**src/rtl/pc_seq_ctrl.sv**
```systemverilog
// Program-counter sequencer: next-PC selection, fetch request handshake, pending redirect buffer, halt/resume.
// Optional vectored trap targets are enabled with COTM32_PC_VECTORED_TRAP_EN.
module pc_seq_ctrl #(
  parameter int unsigned     XLEN         = 32,
  parameter logic [XLEN-1:0] RESET_VECTOR = '0,
  parameter int unsigned     BOOT_DELAY   = 4
) (
  input  logic            i_clk,
  input  logic            i_rst_n,
  input  logic            i_stall,
  input  logic            i_redirect_valid,
  input  logic [XLEN-1:0] i_redirect_addr,
  input  logic            i_trap_valid,
  input  logic [XLEN-1:0] i_trap_vec,
`ifdef COTM32_PC_VECTORED_TRAP_EN
  input  logic            i_trap_vectored,
  input  logic [4:0]      i_trap_cause,
`endif
  input  logic            i_mret,
  input  logic [XLEN-1:0] i_mepc,
  input  logic            i_halt_req,
  input  logic            i_resume_req,
  input  logic            i_fetch_ready,
  output logic            o_fetch_valid,
  output logic [XLEN-1:0] o_fetch_addr,
  output logic            o_pc_we,
  output logic [XLEN-1:0] o_next_pc,
  output logic            o_halted,
  output logic            o_t_inst_addr_misaligned
);

  localparam int unsigned CNT_W = (BOOT_DELAY < 2) ? 1 : $clog2(BOOT_DELAY + 1);

  typedef enum logic [1:0] {ST_BOOT, ST_FETCH, ST_HALTED} state_e;
  // Encoding doubles as priority: larger value wins.
  typedef enum logic [1:0] {SRC_NONE = 2'd0, SRC_REDIR = 2'd1, SRC_MRET = 2'd2, SRC_TRAP = 2'd3} src_e;

  state_e            r_state, w_state_nxt;
  logic [CNT_W-1:0]  r_boot_cnt, w_boot_cnt_nxt;
  logic [XLEN-1:0]   r_pc;
  logic              r_fetch_valid, w_fetch_valid_nxt;
  logic              r_halted, w_halted_nxt;
  logic              r_misaligned, w_misaligned_nxt;
  src_e              r_pend_src, w_pend_src_nxt;
  logic [XLEN-1:0]   r_pend_addr, w_pend_addr_nxt;

  logic [XLEN-1:0]   w_trap_tgt;
  src_e              w_raw_src, w_ev_src, w_win_src;
  logic [XLEN-1:0]   w_raw_addr, w_win_addr;
  logic              w_bad, w_ev_wins, w_hs, w_apply, w_pc_we;
  logic [XLEN-1:0]   w_next_pc;

  // Trap target: aligned base, optionally offset by cause in vectored mode
`ifdef COTM32_PC_VECTORED_TRAP_EN
  always_comb begin
    w_trap_tgt = i_trap_vec & ~XLEN'(3);
    if (i_trap_vectored && (i_trap_vec[1:0] == 2'b01)) begin
      w_trap_tgt = w_trap_tgt + XLEN'({i_trap_cause, 2'b00});
    end
  end
`else
  assign w_trap_tgt = i_trap_vec & ~XLEN'(3);
`endif

  // Incoming event arbitration, alignment check and merge with the pending entry
  always_comb begin
    w_raw_src  = SRC_NONE;
    w_raw_addr = '0;
    if (i_trap_valid && (r_state != ST_BOOT)) begin
      w_raw_src  = SRC_TRAP;
      w_raw_addr = w_trap_tgt;
    end else if (i_mret && (r_state == ST_FETCH)) begin
      w_raw_src  = SRC_MRET;
      w_raw_addr = i_mepc;
    end else if (i_redirect_valid && (r_state == ST_FETCH)) begin
      w_raw_src  = SRC_REDIR;
      w_raw_addr = i_redirect_addr;
    end
    w_bad      = ((w_raw_src == SRC_MRET) || (w_raw_src == SRC_REDIR)) && (w_raw_addr[1:0] != 2'b00);
    w_ev_src   = w_bad ? SRC_NONE : w_raw_src;
    w_ev_wins  = (w_ev_src != SRC_NONE) && (w_ev_src >= r_pend_src);
    w_win_src  = w_ev_wins ? w_ev_src : r_pend_src;
    w_win_addr = w_ev_wins ? w_raw_addr : r_pend_addr;
    w_hs       = r_fetch_valid && i_fetch_ready;
    // PC may move when nothing is in flight, on acceptance, or on leaving halt
    w_apply    = ((r_state == ST_FETCH) && (!r_fetch_valid || i_fetch_ready)) ||
                 ((r_state == ST_HALTED) && i_resume_req);
    w_pc_we    = w_hs || (w_apply && (w_win_src != SRC_NONE));
    w_next_pc  = (w_win_src != SRC_NONE) ? w_win_addr : r_pc + XLEN'(4);
  end

  // Next-state and registered-output logic
  always_comb begin
    w_state_nxt       = r_state;
    w_boot_cnt_nxt    = r_boot_cnt;
    w_fetch_valid_nxt = r_fetch_valid;
    w_halted_nxt      = r_halted;
    w_misaligned_nxt  = 1'b0;
    w_pend_src_nxt    = r_pend_src;
    w_pend_addr_nxt   = r_pend_addr;

    if (w_apply) begin
      w_pend_src_nxt = SRC_NONE;
    end else if (w_ev_wins) begin
      w_pend_src_nxt  = w_ev_src;
      w_pend_addr_nxt = w_raw_addr;
    end

    case (r_state)
      ST_BOOT: begin
        if (r_boot_cnt <= CNT_W'(1)) begin
          w_state_nxt    = ST_FETCH;
          w_boot_cnt_nxt = '0;
        end else begin
          w_boot_cnt_nxt = r_boot_cnt - CNT_W'(1);
        end
      end
      ST_FETCH: begin
        w_misaligned_nxt = w_bad;
        if (!r_fetch_valid || i_fetch_ready) begin
          if (i_halt_req) begin
            w_state_nxt       = ST_HALTED;
            w_fetch_valid_nxt = 1'b0;
            w_halted_nxt      = 1'b1;
          end else begin
            w_fetch_valid_nxt = !i_stall;
          end
        end
      end
      ST_HALTED: begin
        if (i_resume_req) begin
          w_state_nxt  = ST_FETCH;
          w_halted_nxt = 1'b0;
        end
      end
      default: begin
        w_state_nxt = ST_BOOT;
      end
    endcase
  end

  always_ff @(posedge i_clk or negedge i_rst_n) begin
    if (!i_rst_n) begin
      r_state       <= ST_BOOT;
      r_boot_cnt    <= CNT_W'(BOOT_DELAY);
      r_pc          <= RESET_VECTOR;
      r_fetch_valid <= 1'b0;
      r_halted      <= 1'b0;
      r_misaligned  <= 1'b0;
      r_pend_src    <= SRC_NONE;
      r_pend_addr   <= '0;
    end else begin
      r_state       <= w_state_nxt;
      r_boot_cnt    <= w_boot_cnt_nxt;
      r_fetch_valid <= w_fetch_valid_nxt;
      r_halted      <= w_halted_nxt;
      r_misaligned  <= w_misaligned_nxt;
      r_pend_src    <= w_pend_src_nxt;
      r_pend_addr   <= w_pend_addr_nxt;
      if (w_pc_we) begin
        r_pc <= w_next_pc;
      end
    end
  end

  assign o_fetch_valid            = r_fetch_valid;
  assign o_fetch_addr             = r_pc;
  assign o_pc_we                  = w_pc_we;
  assign o_next_pc                = w_next_pc;
  assign o_halted                 = r_halted;
  assign o_t_inst_addr_misaligned = r_misaligned;

endmodule

```
**config.mk**
```make
export PLATFORM = sky130hd
export DESIGN_NAME = pc_seq_ctrl
export DESIGN_NICKNAME = d
export VERILOG_FILES = /design/src/rtl/pc_seq_ctrl.sv
export SDC_FILE = /design/constraint.sdc
export NUM_CORES = 1
export LEC_CHECK = 0
export ABC_AREA = 1
export BUFFER_PORTS_ARGS = -buffer_cell sky130_fd_sc_hd__buf_4
export CORE_UTILIZATION = 35
export CTS_CLUSTER_SIZE = 16
export DETAILED_ROUTE_END_ITERATION = 7
export MAX_ROUTING_LAYER = met4
export PLACE_DENSITY_LB_ADDON = 0.2
export SYNTH_ARGS = -nofsm -noshare
export SYNTH_HDL_FRONTEND = slang
export SYNTH_SLANG_ARGS = --single-unit
export TNS_END_PERCENT = 50
```
**constraint.sdc**
```tcl
create_clock -name i_clk -period 2.8 [get_ports i_clk]
set_input_delay 0.56 -clock i_clk [delete_from_list [all_inputs] [get_ports i_clk]]
set_output_delay 0.56 -clock i_clk [all_outputs]
set_load 0.02 [all_outputs]
```
==> flow_summary_export.csv, run 1 <==
group,metric,value,unit
floorplanning,start_util,35.79,%
logic_synthesis,syn_inst,803,
setup_path,path_max_fanout,6,
cts,cts_tree,"yes",
cts,clock_path_buffers,2,
placement,port_buffers,170,
timing,period_share,124.4,%
grt,antenna_found_initial,0,
logic_synthesis,ys_seq_area_share,35.76,%
timing,fmax,287.2,MHz
layout,syn2layout_area_growth,62.58,%
logic_synthesis,syn_avg_cell_area,6.454,µm²
cts,clock_latency,0.34,ns
worst_hold_path,worstHoldPathType,"primary input to asynchronous set/reset pin",
setup_path,crit_required,2.24,ns
route,vias,6071,
timing,setup_tns,-21.90,ns
logic_synthesis,synth_area_leaders,"dfrtp_1, nand2_1, a31oi_1",
grt,grt_pass1_wl,28270,µm
cts,cts.sinks,74,
floorplanning,std_cell_rows,44,
timing,rsz0062_at_grt,"true",
logic_synthesis,synth_edf_count,0,
setup_path,path_buf_inv,7,
floorplanning,io_pins,173,
layout,final_cells,1235,
logic_synthesis,syn-cell-area,0.005182,mm²
setup_path,cp-start-kind,"flip-flop",
logic_synthesis,synth_top_area_share,35.25,%
pwr,ir_drop,0.7239,mV
layout,nFillCells,1374,
logic_synthesis,synth-seq-cells,74,
route,drtIter0Drc,363,
setup_path,worstPathCellList,"buf_6, nor2_4, inv_2, nand2_4, o21ai_4, nand3_4, ha_4, nor2_4, inv_1, a21o_1, buf_4, nand2_2, nand4_4, clkinv_8, clkbuf_16, nand2_4, nand2_2, buf_6",
timing,setup_violations,51,
placement,hpwlAfterDp,12750,µm
outcome,failed_checks,"setup timing",
cts,h-tree-depth,3,
cts,cts_buffers,9,
setup_path,crit_path_end_kind,"output pin",
timing,tightest_slew,0.6065,ns
route,viasPerCell,4.916,
floorplanning,core,0.01448,mm²
pwr,power_density,1520,mW/mm²
route,drtPass1Iterations,5,
pwr,power.leakage,4.355,nW
timing,timing.slew.headroom,59.57,%
setup_path,timing_worst_setup_path_type,"flip-flop to output pin",
cts,ctsRootBufferMaster,"clkbuf_16",
setup_path,cp_slowest_cell,"dfrtp_2",
layout,utilization,58.19,%
grt,grt_pass1_vias,5739,
setup_path,cpLargestDelayFamily,"buffers and inverters",
logic_synthesis,syn-num-nets,913,
grt,grt_start_max_net_pins,63,
timing,finalWorstPathRequiredPeriod,3.482,ns
grt,overflow,0,
route,ant_nets,0,
route,drcViolationCount,0,
timing,finalHoldViolCount,0,
job,maxCapViolCount,0,
floorplanning,die_h,123.7,µm
placement,place_congestion,0.8749,
logic_synthesis,synth_cell_types,32,
layout,drive_gt1_share,36.63,%
logic_synthesis,yosysWarnings,0,
grt,track_usage,24.65,%
floorplanning,dieWidth,123.7,µm
route,wl,17640,µm
outcome,status,"finished with violations",
setup_path,cp.arrival,2.92,ns
timing,setup_slack,-0.6822,ns
floorplanning,fp.dieArea,0.01530,mm²
layout,fin_nets,1156,
logic_synthesis,synth_top_cell_by_area,"dfrtp_1",
layout,diodes,0,
logic_synthesis,synth_flop_cell,"dfrtp_1",
timing,slew_viol_final,0,
cts,clk_pin_slew,0.06,ns
timing,finClkSkew,0.01109,ns
setup_path,max_stage_delay,0.44,ns
logic_synthesis,async_flop_share,100.0,%
placement,place_inst,1188,
route,wl_per_cell,14.29,µm
cell usage in the layout, fill, tap and decap left out, drive strengths merged:
cell type / n
xnor2: 8
inv: 43
nand2: 341
xor2: 18
ha: 5
a31oi: 61
nor3: 9
clkinv: 1
bufinv: 1
buf: 272
dfstp: 1
o21ai: 6
nor4: 3
nand3: 73
a21o: 1
or2: 1
nand4: 12
nor2: 95
dfrtp: 73
o22ai: 1
a21oi: 6
clkbuf: 17
nand3b: 2
o32ai: 1
power breakdown:
part | switching [mW] | total, mW | internal (mW) | leakage [nW]
clock network | 0.447 | 1.24 | 0.789 | 0.156
registers | 0.457 | 2.03 | 1.57 | 0.912
logic | 5.22 | 9.54 | 4.33 | 3.29
total | 6.12 | 12.8 | 6.69 | 4.35
sequential cells by signal, summed over array words and instances (netlist names):
register / count
o_fetch_addr: 32
o_fetch_valid: 1
o_halted: 1
o_t_inst_addr_misaligned: 1
r_boot_cnt: 3
r_pend_addr: 32
r_pend_src: 2
r_state: 2
cell families after synthesis:
kind of cell,count (synthesis),synth area share (%)
AO/OA/AOI/OAI,76,9.078
XOR/XNOR,26,4.394
adder cells (fa/ha/maj),5,1.207
buffers and inverters,86,7.025
flip-flops,74,35.76
AND/OR/NAND/NOR,536,42.54
cell type report:
class | count | area, µm² | share of cell area, %
sequential | 74 | 1854 | 22.01
multi-input combinational | 643 | 3478 | 41.28
tap | 184 | 230.2 | 2.732
clock buffer | 15 | 287.8 | 3.416
clock inverter | 1 | 30.03 | 0.3564
timing repair buffer | 274 | 2365 | 28.07
inverter | 44 | 180.2 | 2.138
worst paths after layout:
path                           startpoint                to  slack [ns]  cells after the start
min                               i_rst_n   r_pend_addr[11]        0.20                      1
max reg2reg                    r_state[1]  o_fetch_addr[23]       -0.08                     20
max in group asynchronous         i_rst_n     r_boot_cnt[2]        1.88                      2
min in group i_clk           i_resume_req        r_state[1]        0.42                      2
max                            r_state[1]     o_next_pc[10]       -0.68                     18
min reg2reg                r_pend_addr[1]    r_pend_addr[1]        0.51                      2
metal layers:
| layer | GRT usage, % | up-vias | share of wire (%) |
|---|---|---|---|
| li1 | - | 3096 | - |
| met1 | 30.61 | 2775 | 44 |
| met2 | 40.00 | 180 | 48 |
| met3 | 5.540 | 20 | 6.2 |
| met4 | 7.154 | 0 | 1.6 |
| met5 | - | - | 0 |
cell usage after synthesis, types with 8 or more instances:
| cell type | instances |
|---|---|
| nand2_1 | 337 |
| nor2_1 | 92 |
| dfrtp_1 | 73 |
| nand3_1 | 73 |
| a31oi_1 | 60 |
| inv_1 | 40 |
| clkbuf_1 | 20 |
| xor2_1 | 18 |
| buf_2 | 15 |
| nand4_1 | 11 |
| nor3_1 | 9 |
| xnor2_1 | 8 |
worst register-to-register path: stages (launching register included):
cell and delay [ns]:
dfrtp_2 0.44, buf_6 0.13, nor2_4 0.08, inv_2 0.05
nand2_4 0.13, o21ai_4 0.09, nand3_4 0.10, ha_4 0.21
nor2_4 0.10, inv_1 0.05, a21o_1 0.21, buf_4 0.14
nand2_2 0.08, nand4_4 0.19, buf_12 0.23, nand2_1 0.12
nand2_4 0.06, buf_4 0.12, buf_4 0.12, nand2_1 0.06
nand2_1 0.05
stage by stage:
stage	instance area (µm²)	setup slack [ns]	power [mW]	hold WS [ns]
floorplan	5294	-0.02365	6.499	0.2644
global placement	7223	-0.4253	9.707	0.4856
detailed placement	7223	-0.4784	9.778	0.5006
CTS	8063	-0.6229	12.15	0.2167
global route	8426	-0.8380	13.80	0.2267
finish	8426	-0.6822	12.81	0.1977
repair_timing:
| action | 4_1_cts | 5_1_grt |
|---|---|---|
| setup endpoints to repair | 65 | 65 |
| gates cloned | 2 | 2 |
| setup buffers | 20 | 7 |
| hold buffers | 0 | 0 |
| gates resized for setup | 87 | 61 |
| endpoints found under the hold margin | 0 | 0 |
| pin swaps | 17 | 33 |
No activity file was read; power rests on OpenSTA's default activity.
==> inputs of run 2 (changes only) <==
--- a/config.mk
+++ b/config.mk
@@ -11,7 +11,7 @@
 export CTS_CLUSTER_SIZE = 16
 export DETAILED_ROUTE_END_ITERATION = 7
 export MAX_ROUTING_LAYER = met4
-export PLACE_DENSITY_LB_ADDON = 0.2
+export PLACE_DENSITY = 0.57
 export SYNTH_ARGS = -nofsm -noshare
 export SYNTH_HDL_FRONTEND = slang
 export SYNTH_SLANG_ARGS = --single-unit
==> run 2 against run 1 <==
Net effect: the flow still finishes with violations (setup timing); power increased by 3.3%; clock-buffer cell count is 1 lower; die area unchanged; hold slack better by 0.17 ns; fmax grew 0.95%; routed wire length rose by 2.7%.
==> flow_summary_export.csv, run 2 (synthesized netlist as in run 1, its figures left out) <==
group,metric,value,unit
timing,finClkSkew,0.006303,ns
timing,setup_violations,65,
setup_path,cpMostUsedCell,"nand2_4",
route,wl_per_cell,14.48,µm
cts,clock_latency,0.35,ns
pwr,swShare,47.49,%
cts,cts.sinks,74,
pwr,p_int,6.946,mW
setup_path,timing_worst_setup_path_type,"flip-flop to output pin",
pwr,ir_drop,0.6491,mV
pwr,power_density,1551,mW/mm²
grt,overflow,0,
grt,antenna_found_initial,0,
grt,grt_pass1_vias,5740,
cts,hold_buffers,0,
floorplanning,fp.dieArea,0.01530,mm²
route,met2_length,8926,µm
timing,finalWorstPathRequiredPeriod,3.449,ns
timing,finalHoldViolCount,0,
route,wl,18120,µm
route,vias,6142,
layout,final_common_cell,"nand2_1",
floorplanning,die_h,123.7,µm
setup_path,cp-start-kind,"flip-flop",
job,maxCapViolCount,0,
timing,whs,0.3634,ns
timing,slew_viol_final,0,
cts,clock_path_buffers,2,
layout,drive_gt1_share,38.14,%
cts,h-tree-depth,3,
placement,hpwlAfterDp,12730,µm
pwr,seqPwrFrac,15.2,%
floorplanning,core,0.01448,mm²
setup_path,cp_slowest_cell,"dfrtp_2",
setup_path,rr_startpoint,"r_state[1]",
setup_path,r2r_end,"o_fetch_addr[15]",
setup_path,ff2ff_setup_slack,-0.14,ns
pwr,p_total,13.23,mW
timing,fmax,289.9,MHz
setup_path,reg2reg_depth,21,
cts,cts_buffers,9,
route,maxUsedRoutingLayer,"met4",
timing,rsz0062_at_grt,"true",
placement,port_buffers,170,
pwr,pwr-share-clk,8.6,%
outcome,status,"finished with violations",
timing,setup_slack,-0.6494,ns
cts,cts_tree,"yes",
route,ant_nets,0,
cts,ctsRootBufferMaster,"clkbuf_16",
outcome,failed_checks,"setup timing",
route,viasPerCell,4.910,
worst_hold_path,worstHoldPathType,"primary input to asynchronous set/reset pin",
timing,timing.slew.headroom,34.53,%
grt,grt_pass1_wl,28260,µm
floorplanning,start_util,35.79,%
route,wl_met1,7881,µm
pwr,power.leakage,4.314,nW
setup_path,max_stage_delay,0.45,ns
timing,setup_tns,-24.29,ns
placement,place_congestion,0.8907,
route,drtPass1Iterations,4,
layout,syn2layout_area_growth,64.56,%
route,drcViolationCount,0,
cts,clk_pin_slew,0.06,ns
route,drtIter0Drc,357,
floorplanning,std_cell_rows,44,
setup_path,crit_path_end_kind,"output pin",
floorplanning,dieWidth,123.7,µm
setup_path,path_max_fanout,7,
setup_path,crit_required,2.24,ns
placement,dp_slack,-0.4418,ns
layout,diodes,0,
timing,tightest_slew,0.9820,ns
timing,period_share,123.2,%
route,wl_met3,1071,µm
grt,grt_start_max_net_pins,75,
setup_path,cp.arrival,2.89,ns
layout,fin_nets,1172,
pwr,p_switching,6.283,mW
floorplanning,io_pins,173,
setup_path,worstPathCellList,"inv_2, nand2_4, nor2_4, nand2_1, nand2_2, nand2_4, nand3_4, ha_4, nor2_2, inv_1, a21o_1, nand4_1, nand4_4, buf_12, clkbuf_16, nand2_4, nand2_4, buf_6",
layout,layout_common_cells,"nand2_1, buf_4, nor2_1",
grt,track_usage,24.81,%
pwr,p_comb_share,76.2,%
-- run 2: cell types whose count changed in the layout (fill, tap and decap cells not counted), sizes merged --
cell,before,now
buf,272,288
bufinv,1,0
clkbuf,17,16
clkinv,1,2
inv,43,44
-- run 2: worst max-delay path by stage --
stage / startpoint / endpoint / slack [ns] / depth (start not counted)
after global routing: r_state[1] / o_next_pc[7] / -0.83 / 18
after CTS: r_state[1] / o_next_pc[9] / -0.63 / 16
after detailed placement: i_mret / o_next_pc[21] / -0.44 / 17
final: r_state[1] / o_next_pc[7] / -0.65 / 18
after global placement: i_mret / o_next_pc[22] / -0.40 / 17
after floorplan: i_mret / o_next_pc[16] / -0.02 / 16
-- run 2: repair_timing --
action                                  CTS  global route
gates resized for setup                  99            51
endpoints found under the hold margin     0             0
gates cloned                              3             2
pin swaps                                24            48
endpoints found under the setup margin   33            65
buffers inserted                         17            12
-- run 2: layout make-up --
| cell class | instances | area [µm²] |
|---|---|---|
| Timing Repair Buffer | 290 | 2534 |
| Clock inverter | 2 | 10.01 |
| Clock buffer | 14 | 274.0 |
| Multi-Input combinational cell | 643 | 3453 |
| Sequential cell | 74 | 1854 |
| Inverter | 44 | 172.7 |
| Fill cell | 1407 | 5951 |
| Tap cell | 184 | 230.2 |
-- run 2: power groups by stage --
stage / sequential [mW] / combinational (mW) / clock (mW)
6_report: 2.01 / 10.1 / 1.13
5_1_grt: 2.09 / 10.9 / 1.20
4_1_cts: 2.01 / 9.25 / 1.16
3_5_place_dp: 2.02 / 7.87 / 0
3_3_place_gp: 2.01 / 7.83 / 0
2_1_floorplan: 2.16 / 4.34 / 0
-- run 2: layer usage --
metal  GRT usage, %  up-vias
li1               -     3129
met1          29.73     2818
met2          41.56      173
met3          5.815       22
met4          6.852        0
met5              -        -
-- run 2: stage by stage --
step | cell area, µm² | std cells | util, %
floorplan | 5294 | 803 | -
global placement | 7296 | 1201 | 50.39
detailed placement | 7296 | 1201 | 50.39
CTS | 8167 | 1237 | 56.40
global route | 8528 | 1251 | 58.90
finish | 8528 | 1251 | 58.90
-- run 2: worst max-delay path: cells and delay by family (launching register included) --
kind	cells	cell delay, ns
flip-flops	1	0.45
AO/OA/AOI/OAI	1	0.22
adder cells (fa/ha/maj)	1	0.20
buffers and inverters	5	0.62
AND/OR/NAND/NOR	11	1.06
==> inputs of run 3 (changes only) <==
--- a/config.mk
+++ b/config.mk
@@ -8,10 +8,11 @@
 export ABC_AREA = 1
 export BUFFER_PORTS_ARGS = -buffer_cell sky130_fd_sc_hd__buf_4
 export CORE_UTILIZATION = 35
+export CTS_CLUSTER_DIAMETER = 80
 export CTS_CLUSTER_SIZE = 16
 export DETAILED_ROUTE_END_ITERATION = 7
 export MAX_ROUTING_LAYER = met4
-export PLACE_DENSITY = 0.57
+export PLACE_DENSITY = 0.55
 export SYNTH_ARGS = -nofsm -noshare
 export SYNTH_HDL_FRONTEND = slang
 export SYNTH_SLANG_ARGS = --single-unit
==> constraint.sdc (replaced) <==
create_clock -name i_clk -period 4.3 [get_ports i_clk]
set_input_delay 0.86 -clock i_clk [delete_from_list [all_inputs] [get_ports i_clk]]
set_output_delay 0.86 -clock i_clk [all_outputs]
set_load 0.02 [all_outputs]
==> run 3 against run 2 <==
Net effect: the run now ends clean; register-to-register slack better by 1.4 ns; sequential power is 34% lower; worst setup slack better by 1.0 ns; non-clock buffer count shrank 105; routed wire length fell by 8.0%; global-route usage fell by 1.9 points; design area is 19% lower; combinational power down 58%; final cell count fell by 8.5%; sequential share of layout area up 5.0 points; critical path type is now primary input to output pin; largest power group unchanged.
==> flow_summary_export.csv, run 3 (synthesized netlist as in run 1, its figures left out) <==
group,metric,value,unit
worst_hold_path,worstHoldPathType,"flip-flop to flip-flop",
setup_path,crit_required,3.44,ns
floorplanning,io_pins,173,
floorplanning,core,0.01448,mm²
cts,clock_latency,0.34,ns
layout,syn2layout_area_growth,33.85,%
route,drtIter0Drc,401,
pwr,ir_drop,0.5130,mV
timing,finalWorstPathRequiredPeriod,3.908,ns
timing,fmax,255.9,MHz
setup_path,timing_worst_setup_path_type,"primary input to output pin",
route,vias,5645,
floorplanning,dieWidth,123.7,µm
setup_path,cp-start-kind,"primary input",
placement,hpwlAfterDp,12260,µm
grt,grt_pass1_vias,5217,
cts,cts_tree,"yes",
setup_path,reg2reg_depth,16,
layout,final_common_cell,"nand2_1",
route,viasPerCell,4.930,
cts,cts_setup_buffers,0,
layout,nFillCells,1543,
cts,ctsResizeCount,0,
layout,diodes,0,
timing,rsz0062_at_grt,"false",
layout,multi_input_area,0.002975,mm²
timing,timing.slew.headroom,32.97,%
grt,grt_start_max_net_pins,75,
route,ant_nets,0,
timing,setup_tns,0,ns
floorplanning,start_util,35.79,%
floorplanning,die_h,123.7,µm
setup_path,crit_path_end_kind,"output pin",
cts,ctsRootBufferMaster,"clkbuf_16",
setup_path,cp.arrival,3.05,ns
setup_path,path_max_fanout,18,
pwr,power_density,917.3,mW/mm²
layout,register_area,0.001853,mm²
grt,overflow,0,
timing,finalHoldViolCount,0,
grt,track_usage,22.95,%
timing,slew_viol_final,0,
timing,finClkSkew,0.004800,ns
setup_path,r2r_end,"o_fetch_addr[6]",
outcome,status,"finished clean",
layout,drive_gt1_share,22.37,%
placement,port_buffers,170,
layout,fin_nets,1067,
setup_path,rr_startpoint,"r_state[1]",
route,drtPass1Iterations,5,
cts,clk_pin_slew,0.06,ns
job,maxCapViolCount,0,
timing,tightest_slew,1.006,ns
timing,period_share,90.88,%
grt,antenna_found_initial,0,
worst_hold_path,min_from,"r_pend_addr[1]",
cts,cts.sinks,74,
cts,cts_buffers,9,
timing,setup_violations,0,
floorplanning,std_cell_rows,44,
route,wl_per_cell,14.56,µm
cts,clock_path_buffers,2,
placement,place_congestion,0.8678,
pwr,p_total,6.363,mW
layout,layout_common_cells,"nand2_1, buf_4, nor2_1",
worst_hold_path,hold_depth,2,
cts,hold_buffers,0,
route,wl,16670,µm
worst_hold_path,worst_hold_path.endpoint,"r_pend_addr[1]",
pwr,power.leakage,3.587,nW
setup_path,ff2ff_setup_slack,1.25,ns
grt,grt_pass1_wl,26290,µm
floorplanning,fp.dieArea,0.01530,mm²
cts,h-tree-depth,3,
route,drcViolationCount,0,
-- run 3: changes by cell type in the layout (fill, tap and decap cells not counted), moves of 3 or more --
cell / delta
nand2_8: -4
buf_16: -3
inv_1: +3
buf_12: -5
buf_6: -41
nand2_4: -31
nor2_1: +3
nor2_4: -3
buf_4: -53
inv_4: -3
nand2_1: +75
nand2_2: -40
-- run 3: how the worst max path moves through the flow --
stage	from	endpoint	slack [ns]
2_1_floorplan	i_mret	o_next_pc[1]	0.76
3_3_place_gp	i_mret	o_next_pc[20]	0.37
3_5_place_dp	i_mret	o_next_pc[20]	0.35
4_1_cts	r_state[1]	o_next_pc[16]	0.34
5_1_grt	r_state[1]	o_next_pc[16]	0.11
6_report	i_mret	o_next_pc[20]	0.39
-- run 3: stage by stage --
stage               cells  setup slack, ns  hold slack (ns)  instance area [µm²]  utilization, %
finish               1145           0.3922           0.4973                 6937           47.91
global route         1145           0.1119           0.5379                 6937           47.91
CTS                  1145           0.3416           0.4977                 6937           47.91
detailed placement   1130           0.3537           0.4881                 6650           45.93
global placement     1130           0.3716           0.4825                 6650           45.93
floorplan             803           0.7637           0.4724                 5182               -
-- run 3: where the power goes --
part | switching, mW | internal, mW
Clock | 0.299 | 0.461
Combinational | 2.75 | 1.54
Sequential | 0.294 | 1.02
-- run 3: area by class of cell --
type,count,share of cell area [%]
clock buffers,12,3.553
well taps,184,3.319
flip-flops and latches,74,26.71
multi-input cells,643,42.89
clock inverters,3,0.5772
repair buffers,185,20.56
inverters,44,2.381
-- run 3: layer usage --
layer / up-vias / global-route usage [%] / wire length (µm)
li1: 2915 / - / -
met1: 2562 / 29.46 / 7619
met2: 154 / 37.19 / 7979
met3: 14 / 5.311 / 954
met4: 0 / 3.991 / 119
met5: - / - / 0
-- run 3: critical path, stage by stage --
cell and delay, ns:
buf_4 0.12, inv_1 0.12, nor2_4 0.07, buf_4 0.17, a31oi_2 0.17, inv_2 0.06
ha_1 0.27, a21o_1 0.20, nand4_1 0.24, nand4_4 0.14, buf_4 0.23, nand2_1 0.10
nand2_1 0.12, buf_4 0.16
